--- config.mk ---
export PLATFORM = sky130hd
export DESIGN_NAME = serial_frame_receiver
export DESIGN_NICKNAME = d
export VERILOG_FILES = /design/src/rtl/serial_frame_receiver_pkg.sv /design/src/rtl/serial_frame_receiver_shift_register_lsb.sv /design/src/rtl/serial_frame_receiver.sv
export SDC_FILE = /design/constraint.sdc
export NUM_CORES = 1
export LEC_CHECK = 0
export CAP_MARGIN = 20
export CELL_PAD_IN_SITES_DETAIL_PLACEMENT = 0
export CELL_PAD_IN_SITES_GLOBAL_PLACEMENT = 1
export CORE_MARGIN = 1
export CORE_UTILIZATION = 41
export CTS_CLUSTER_SIZE = 12
export DETAILED_ROUTE_END_ITERATION = 10
export PLACE_DENSITY = 0.74
export SLEW_MARGIN = 10
export SYNTH_ARGS = -nofsm -noshare
export SYNTH_HDL_FRONTEND = slang
export SYNTH_HIERARCHICAL = 1
export SYNTH_SLANG_ARGS = --single-unit
--- constraint.sdc ---
create_clock -name clk -period 1.9 [get_ports clk]
set_input_delay 0.285 -clock clk [delete_from_list [all_inputs] [get_ports clk]]
set_output_delay 0.285 -clock clk [all_outputs]
set_load 0.05 [all_outputs]
--- src/rtl/serial_frame_receiver_pkg.sv ---
// ============================================================================
// Module   : serial_frame_receiver_pkg
// Brief    : Shared framed-serial FSM state encodings (receiver and transmitter)
// Revision : 1.0 - initial release
// ============================================================================
`default_nettype none

package serial_frame_receiver_pkg;

  localparam logic [1:0] c_ST_IDLE   = 2'd0;
  localparam logic [1:0] c_ST_DATA   = 2'd1;
  localparam logic [1:0] c_ST_PARITY = 2'd2;
  localparam logic [1:0] c_ST_STOP   = 2'd3;

  typedef enum logic [1:0] {
    IDLE   = c_ST_IDLE,
    DATA   = c_ST_DATA,
    PARITY = c_ST_PARITY,
    STOP   = c_ST_STOP
  } frame_state_t;

endpackage

`default_nettype wire

--- src/rtl/serial_frame_receiver_shift_register_lsb.sv ---
// ============================================================================
// Module   : shift_register_lsb
// Brief    : N-bit shift-right register, serial input enters at the MSB
// Revision : 1.0 - initial release
// ============================================================================
`default_nettype none

module shift_register_lsb #(
  parameter int N = 4
) (
  input  logic         clk,
  input  logic         reset,
  input  logic         shift_en,
  input  logic         serial_in,
  output logic [N-1:0] data
);

  logic [N-1:0] r_data;

  // After N shifts the first bit received sits in bit 0 (LSB-first line).
  always_ff @(posedge clk or negedge reset) begin
    if (!reset) begin
      r_data <= '0;
    end else if (shift_en) begin
      if (N > 1) begin
        r_data <= {serial_in, r_data[N-1:1]};
      end else begin
        r_data <= N'(serial_in);
      end
    end
  end

  assign data = r_data;

endmodule

`default_nettype wire

--- src/rtl/serial_frame_receiver.sv ---
// ============================================================================
// Module   : serial_frame_receiver
// Brief    : Start / N data (LSB first) / parity / stop frame receiver
// Revision : 1.0 - initial release
// ============================================================================
`default_nettype none

module serial_frame_receiver
  import serial_frame_receiver_pkg::*;
#(
  parameter int N   = 4,
  parameter bit ODD = 1'b0
) (
  input  logic         clk,
  input  logic         reset,
  input  logic         data_in,
  output logic [N-1:0] data_out,
  output logic         valid,
  output logic         parity_err,
  output logic         frame_err,
  output logic         busy
);

  localparam int              c_CNT_W    = (N > 1) ? $clog2(N) : 1;
  localparam logic [c_CNT_W-1:0] c_CNT_LAST = c_CNT_W'(N - 1);

  frame_state_t       r_state;
  logic [c_CNT_W-1:0] r_cnt;
  logic               r_par_bit;
  logic [N-1:0]       w_word;
  logic               w_shift_en;

  assign w_shift_en = (r_state == DATA);

  shift_register_lsb #(
    .N (N)
  ) u_shift (
    .clk       (clk),
    .reset     (reset),
    .shift_en  (w_shift_en),
    .serial_in (data_in),
    .data      (w_word)
  );

  always_ff @(posedge clk or negedge reset) begin
    if (!reset) begin
      r_state    <= IDLE;
      r_cnt      <= '0;
      r_par_bit  <= 1'b0;
      data_out   <= '0;
      valid      <= 1'b0;
      parity_err <= 1'b0;
      frame_err  <= 1'b0;
      busy       <= 1'b0;
    end else begin
      valid      <= 1'b0;
      parity_err <= 1'b0;
      frame_err  <= 1'b0;
      case (r_state)
        IDLE: begin
          r_cnt <= '0;
          if (!data_in) begin
            r_state <= DATA;
            busy    <= 1'b1;
          end
        end
        DATA: begin
          if (r_cnt == c_CNT_LAST) begin
            r_cnt   <= '0;
            r_state <= PARITY;
          end else begin
            r_cnt <= r_cnt + c_CNT_W'(1);
          end
        end
        PARITY: begin
          r_par_bit <= data_in;
          r_state   <= STOP;
        end
        STOP: begin
          // A bad stop bit discards the word; data_out keeps the previous one.
          if (data_in) begin
            data_out   <= w_word;
            valid      <= 1'b1;
            parity_err <= (^w_word) ^ r_par_bit ^ ODD;
          end else begin
            frame_err <= 1'b1;
          end
          r_state <= IDLE;
          busy    <= 1'b0;
        end
        default: begin
          r_state <= IDLE;
          busy    <= 1'b0;
        end
      endcase
    end
  end

endmodule

`default_nettype wire
Yosys cells after proc, flatten, opt, wreduce, memory -nomap -nowiden

Cells that the tools add are included.

Register bits after elaboration: 17
Bits in latches: 0
Memory bits (writable): 0
ROM bits: 0
Bits of input ports: 3
Output and inout port bits: 8
Word-level logic and storage cells: 37
Memories kept: 0

Add/subtract/negate cells: 1
Multiply operators: 0
Divide/modulo/power cells: 0
Order comparisons: 0
Equal/unequal tests: 6
Shift operators: 0
Muxes and demuxes: 13
Bitwise gates (word level): 1
Reduce and logical (&&, ||, !) cells: 7

Operator list:

| operator                                                               | number |
|---|---|
| 2-bit case mux with 4 select lines                                     | 1 |
| 1-bit two-way mux                                                      | 7 |
| 2-bit equality test (second input constant)                            | 3 |
| 2-bit two-way mux                                                      | 3 |
| 2-bit AND reduction                                                    | 3 |
| 2-bit inequality test (second input constant)                          | 2 |
| 2-bit case mux with 2 select lines                                     | 1 |
| 2-bit nonzero test                                                     | 2 |
| 4-bit XOR reduction                                                    | 1 |
| 2-bit by 1-bit adder with 2-bit output (second input constant)         | 1 |
| 2-bit by 1-bit equality test with 1-bit output (second input constant) | 1 |
| 2-bit logical NOT                                                      | 1 |
| 1-bit case mux with 2 select lines                                     | 1 |
| 1-bit XOR                                                              | 1 |

Depth between registers and ports, before layout

Word-level depth: 4
Gate-level depth with buffers: 5
Depth with buffers taken out: 5

Modules after synthesis

The synthesis kept the hierarchy.

Modules (own cells, without submodules):

| module                | instances | cells each | area an instance (um2) | sequential area each (um2) |
|---|---|---|---|---|
| serial_frame_receiver | 1         | 43         | 593.1                  | 325.3 |
| shift_register_lsb    | 1         | 8          | 145.1                  | 100.1 |

Least setup slack after synthesis

Ideal clock, no wire load.

Kind: reg2reg
Start: reg r_state[1]
End: reg r_state[1]
Setup time: 125 ps
Data arrival time: 1,314 ps
Required time: 1,775 ps
Slack: 461 ps
Cell stages (with the launch flop): 6
Path buffers: 0
Clock period less this slack: 1,439 ps
Path through: dfrtp_1 -> inv_1 -> ha_1 -> and2b_1 -> a21oi_2 -> mux2_2

Cells in the longest elaborated chain, start to end: 3
Elaborated cells on any way between the ends: 8
Classes of those cells: eq/ne (5); mux (1); reduce/logical (2)

RTL lines:

| what                                             | RTL line                    | source |
|---|---|---|
| start: declaration                               | serial_frame_receiver.sv:27 | `frame_state_t r_state;` |
| start signal: assignment                         | serial_frame_receiver.sv:47 | `r_state <= IDLE;` |
| start signal: assignment                         | serial_frame_receiver.sv:63 | `r_state <= DATA;` |
| start signal: assignment                         | serial_frame_receiver.sv:70 | `r_state <= PARITY;` |
| 2-bit by 1-bit equality test with 1-bit output * | --                          |  |
| via w_shift_en                                   | serial_frame_receiver.sv:31 | `logic w_shift_en;` |
| 2-bit inequality test (no line)                  | --                          |  |
| 2-bit AND reduction (no line)                    | --                          |  |

The timed path passes the listed nets; every way through them passes the cells marked *.
A chain may end at the register's enable or synchronous reset.

Final worst setup path

Start: reg busy
End: out busy

RTL lines:

| what                     | RTL line                    | source |
|---|---|---|
| start: declaration       | serial_frame_receiver.sv:21 | `output logic busy` |
| start signal: assignment | serial_frame_receiver.sv:54 | `busy <= 1'b0;` |
| start signal: assignment | serial_frame_receiver.sv:64 | `busy <= 1'b1;` |
| start signal: assignment | serial_frame_receiver.sv:89 | `busy <= 1'b0;` |

No word-level cell between the ends.

==> flow_summary_export.csv <==
group,metric,value,unit
outcome,status,"finished clean",
floorplan,start_util,0.463,
clocking,clockRootBuffer,"clkbuf_4",
worst_setup_path,worst-path-buf-inv,1,
worst_setup_path,cp_max_fo,3,
floorplan,die_w,44.4,um
layout,drive_gt1_frac,0.273,
route,drt-pass1-iter-count,2,
timing,max-slew-margin-rel,0.669,
worst_setup_path,critPathArrivalTime,1.49,ns
worst_setup_path,crit_required,1.62,ns
placement,post-dp-hpwl,773,um
placement,routabilityCongestion,0.714,
logic_synthesis,ys_seq_area_frac,0.576,
clocking,cts_setup_buffers,0,
timing,fin_setup_tns,0,ns
layout,nFillCells,140,
grt,grt_pass1_vias,448,
floorplan,ios,11,
clocking,clkTransAtPathRegs,0.10,ns
floorplan,die_h,44.4,um
logic_synthesis,syn_area,738,um^2
layout,antenna_cells,0,
timing,fin_skew,0.00536,ns
worst_setup_path,crit_chain,"clkdlybuf4s50_1",
clocking,ctsHoldBuffers,0,
clocking,cts_resized,0,
logic_synthesis,syn_inst,51,
grt,grt_max_degree,18,
placement,dp.cells,86,
clocking,cts_buffer_depth,2,
timing,min_period,1.77,ns
route,wl,1080,um
layout,nets,75,
logic_synthesis,ys.flop_type,"dfrtp_1",
logic_synthesis,async_flop_share,1.00,
floorplan,dieArea,1970,um^2
layout,area_growth,22.4,%
worst_setup_path,critPathCaptureType,"output port",
timing,fmax,564,MHz
route,vias,438,
flow_run,cap_violations,0,
clocking,clock_sinks,17,
floorplan,core_area,1590,um^2
worst_setup_path,start_kind,"flop",
route,wl_per_cell,12.0,um
hold_path,hold_path_class,"in2async",
placement,placement.io_buffers,10,
timing,fin_hold_ws,0.317,ns
layout,utilization,0.567,
timing,finalHoldViolations,0,
route,vias_per_cell,4.87,
timing,setup_violations,0,
logic_synthesis,ys_types,15,
timing,drv_slew,0,
layout,fin_cells,90,
grt,antenna_found_initial,0,
logic_synthesis,synth-edff-count,0,
route,drtIter0Drc,1,
worst_setup_path,critPathMaxStageDelay,0.81,ns
clocking,numCtsBuffers,3,
logic_synthesis,syn_nets,59,
logic_synthesis,syn_avg_cell_area,14.5,um^2
worst_setup_path,critical_path_class,"reg2out",
timing,fin_crit_sh,0.933,
logic_synthesis,synth_seq_cells,17,
clocking,cts_tree,"built",
clocking,cts.htree.levels,1,
clocking,insertion_delay,0.28,ns
timing,worst_slew_pin_slew,0.494,ns
route,drc,0,
worst_setup_path,crit_family,"buffers and inverters",
floorplan,num_rows,14,
grt,grt-ovfl-total,0,
route,ant_nets,0,
grt,grt_usage,0.141,
logic_synthesis,yosysWarningCount,6,
timing,rsz0062_at_grt,"no",
worst_setup_path,slowest_stage,"clkdlybuf4s50_1",
grt,grt_pass1_wl,1880,um
## state kept, by name, summed over array words and instances, names as in the netlist
signal and flops:
r_state 2, frame_err 1, data_out 4, parity_err 1, r_par_bit 1, valid 1, u_shift/data 4, r_cnt 2
busy 1
## placed cells by master, fill, tap and decap left out, types with 2 or more instances in the layout
cell | netlist | final
dfrtp_1 | 17 | 17
mux2_2 | 11 | 11
clkdlybuf4s50_1 | 0 | 10
ha_1 | 5 | 5
inv_1 | 4 | 4
clkbuf_4 | 0 | 3
and2b_1 | 2 | 2
xnor2_1 | 2 | 2
nor2_1 | 2 | 2
## area by class of cell
| class | instances | area (um^2) | share of cell area |
|---|---|---|---|
| flip-flops and latches | 17 | 425 | 0.471 |
| multi-input cells | 30 | 298 | 0.330 |
| repair buffers | 11 | 108 | 0.119 |
| well taps | 24 | 30.0 | 0.0332 |
| clock buffers | 3 | 22.5 | 0.0249 |
| inverters | 4 | 15.0 | 0.0166 |
| clock inverters | 1 | 5.00 | 0.00554 |
## cells in the mapped netlist, types with 2 or more instances
cell type	number	area, um^2
nor2_1	2	7.51
inv_1	4	15.0
xnor2_1	2	17.5
dfrtp_1	17	425
and2b_1	2	15.0
ha_1	5	62.6
mux2_2	11	124
## kinds of logic after synthesis
| family | after synthesis | synth area share |
|---|---|---|
| fa+ha+maj | 5 | 0.0847 |
| compound gates | 5 | 0.0508 |
| mux | 11 | 0.168 |
| buf+inv | 4 | 0.0203 |
| flops | 17 | 0.576 |
| xor+xnor | 3 | 0.0542 |
| simple gates | 6 | 0.0458 |
## per-stage QoR
| step | instance area (um^2) | setup slack (ns) |
|---|---|---|
| after detailed placement | 876 | 0.305 |
| after global placement | 876 | 0.287 |
| final | 903 | 0.128 |
| after global routing | 903 | 0.0633 |
| after CTS | 903 | 0.0993 |
| after floorplan | 738 | 0.461 |
## path summary, 6_finish.rpt
kind / startpoint / endpoint / slack [ns] / cells past startpoint
min: reset / r_cnt[1]$_DFFE_PN0P_ / 0.32 / 2
min in group clk: data_out[2]$_DFFE_PN0P_ / data_out[2]$_DFFE_PN0P_ / 0.51 / 1
max: busy$_DFFE_PN0P_ / busy / 0.13 / 1
max reg2reg: r_state[1]$_DFFE_PN0P_ / r_state[1]$_DFFE_PN0P_ / 0.30 / 5
min reg2reg: data_out[2]$_DFFE_PN0P_ / data_out[2]$_DFFE_PN0P_ / 0.51 / 1
max in group asynchronous: reset / r_par_bit$_DFFE_PN0P_ / 1.39 / 2
## per-layer routing
| metal | wire (um) | part of all wire | GRT usage |
|---|---|---|---|
| met5 | 0 | 0 | 0 |
| met3 | 45 | 0.042 | 0.0612 |
| met4 | 11 | 0.010 | 0.0727 |
| met2 | 537 | 0.50 | 0.238 |
| met1 | 489 | 0.45 | 0.149 |
Power is left out: the tool's default activity adds up to more than one toggle a clock period on the data nets, which glitch-free logic cannot reach.
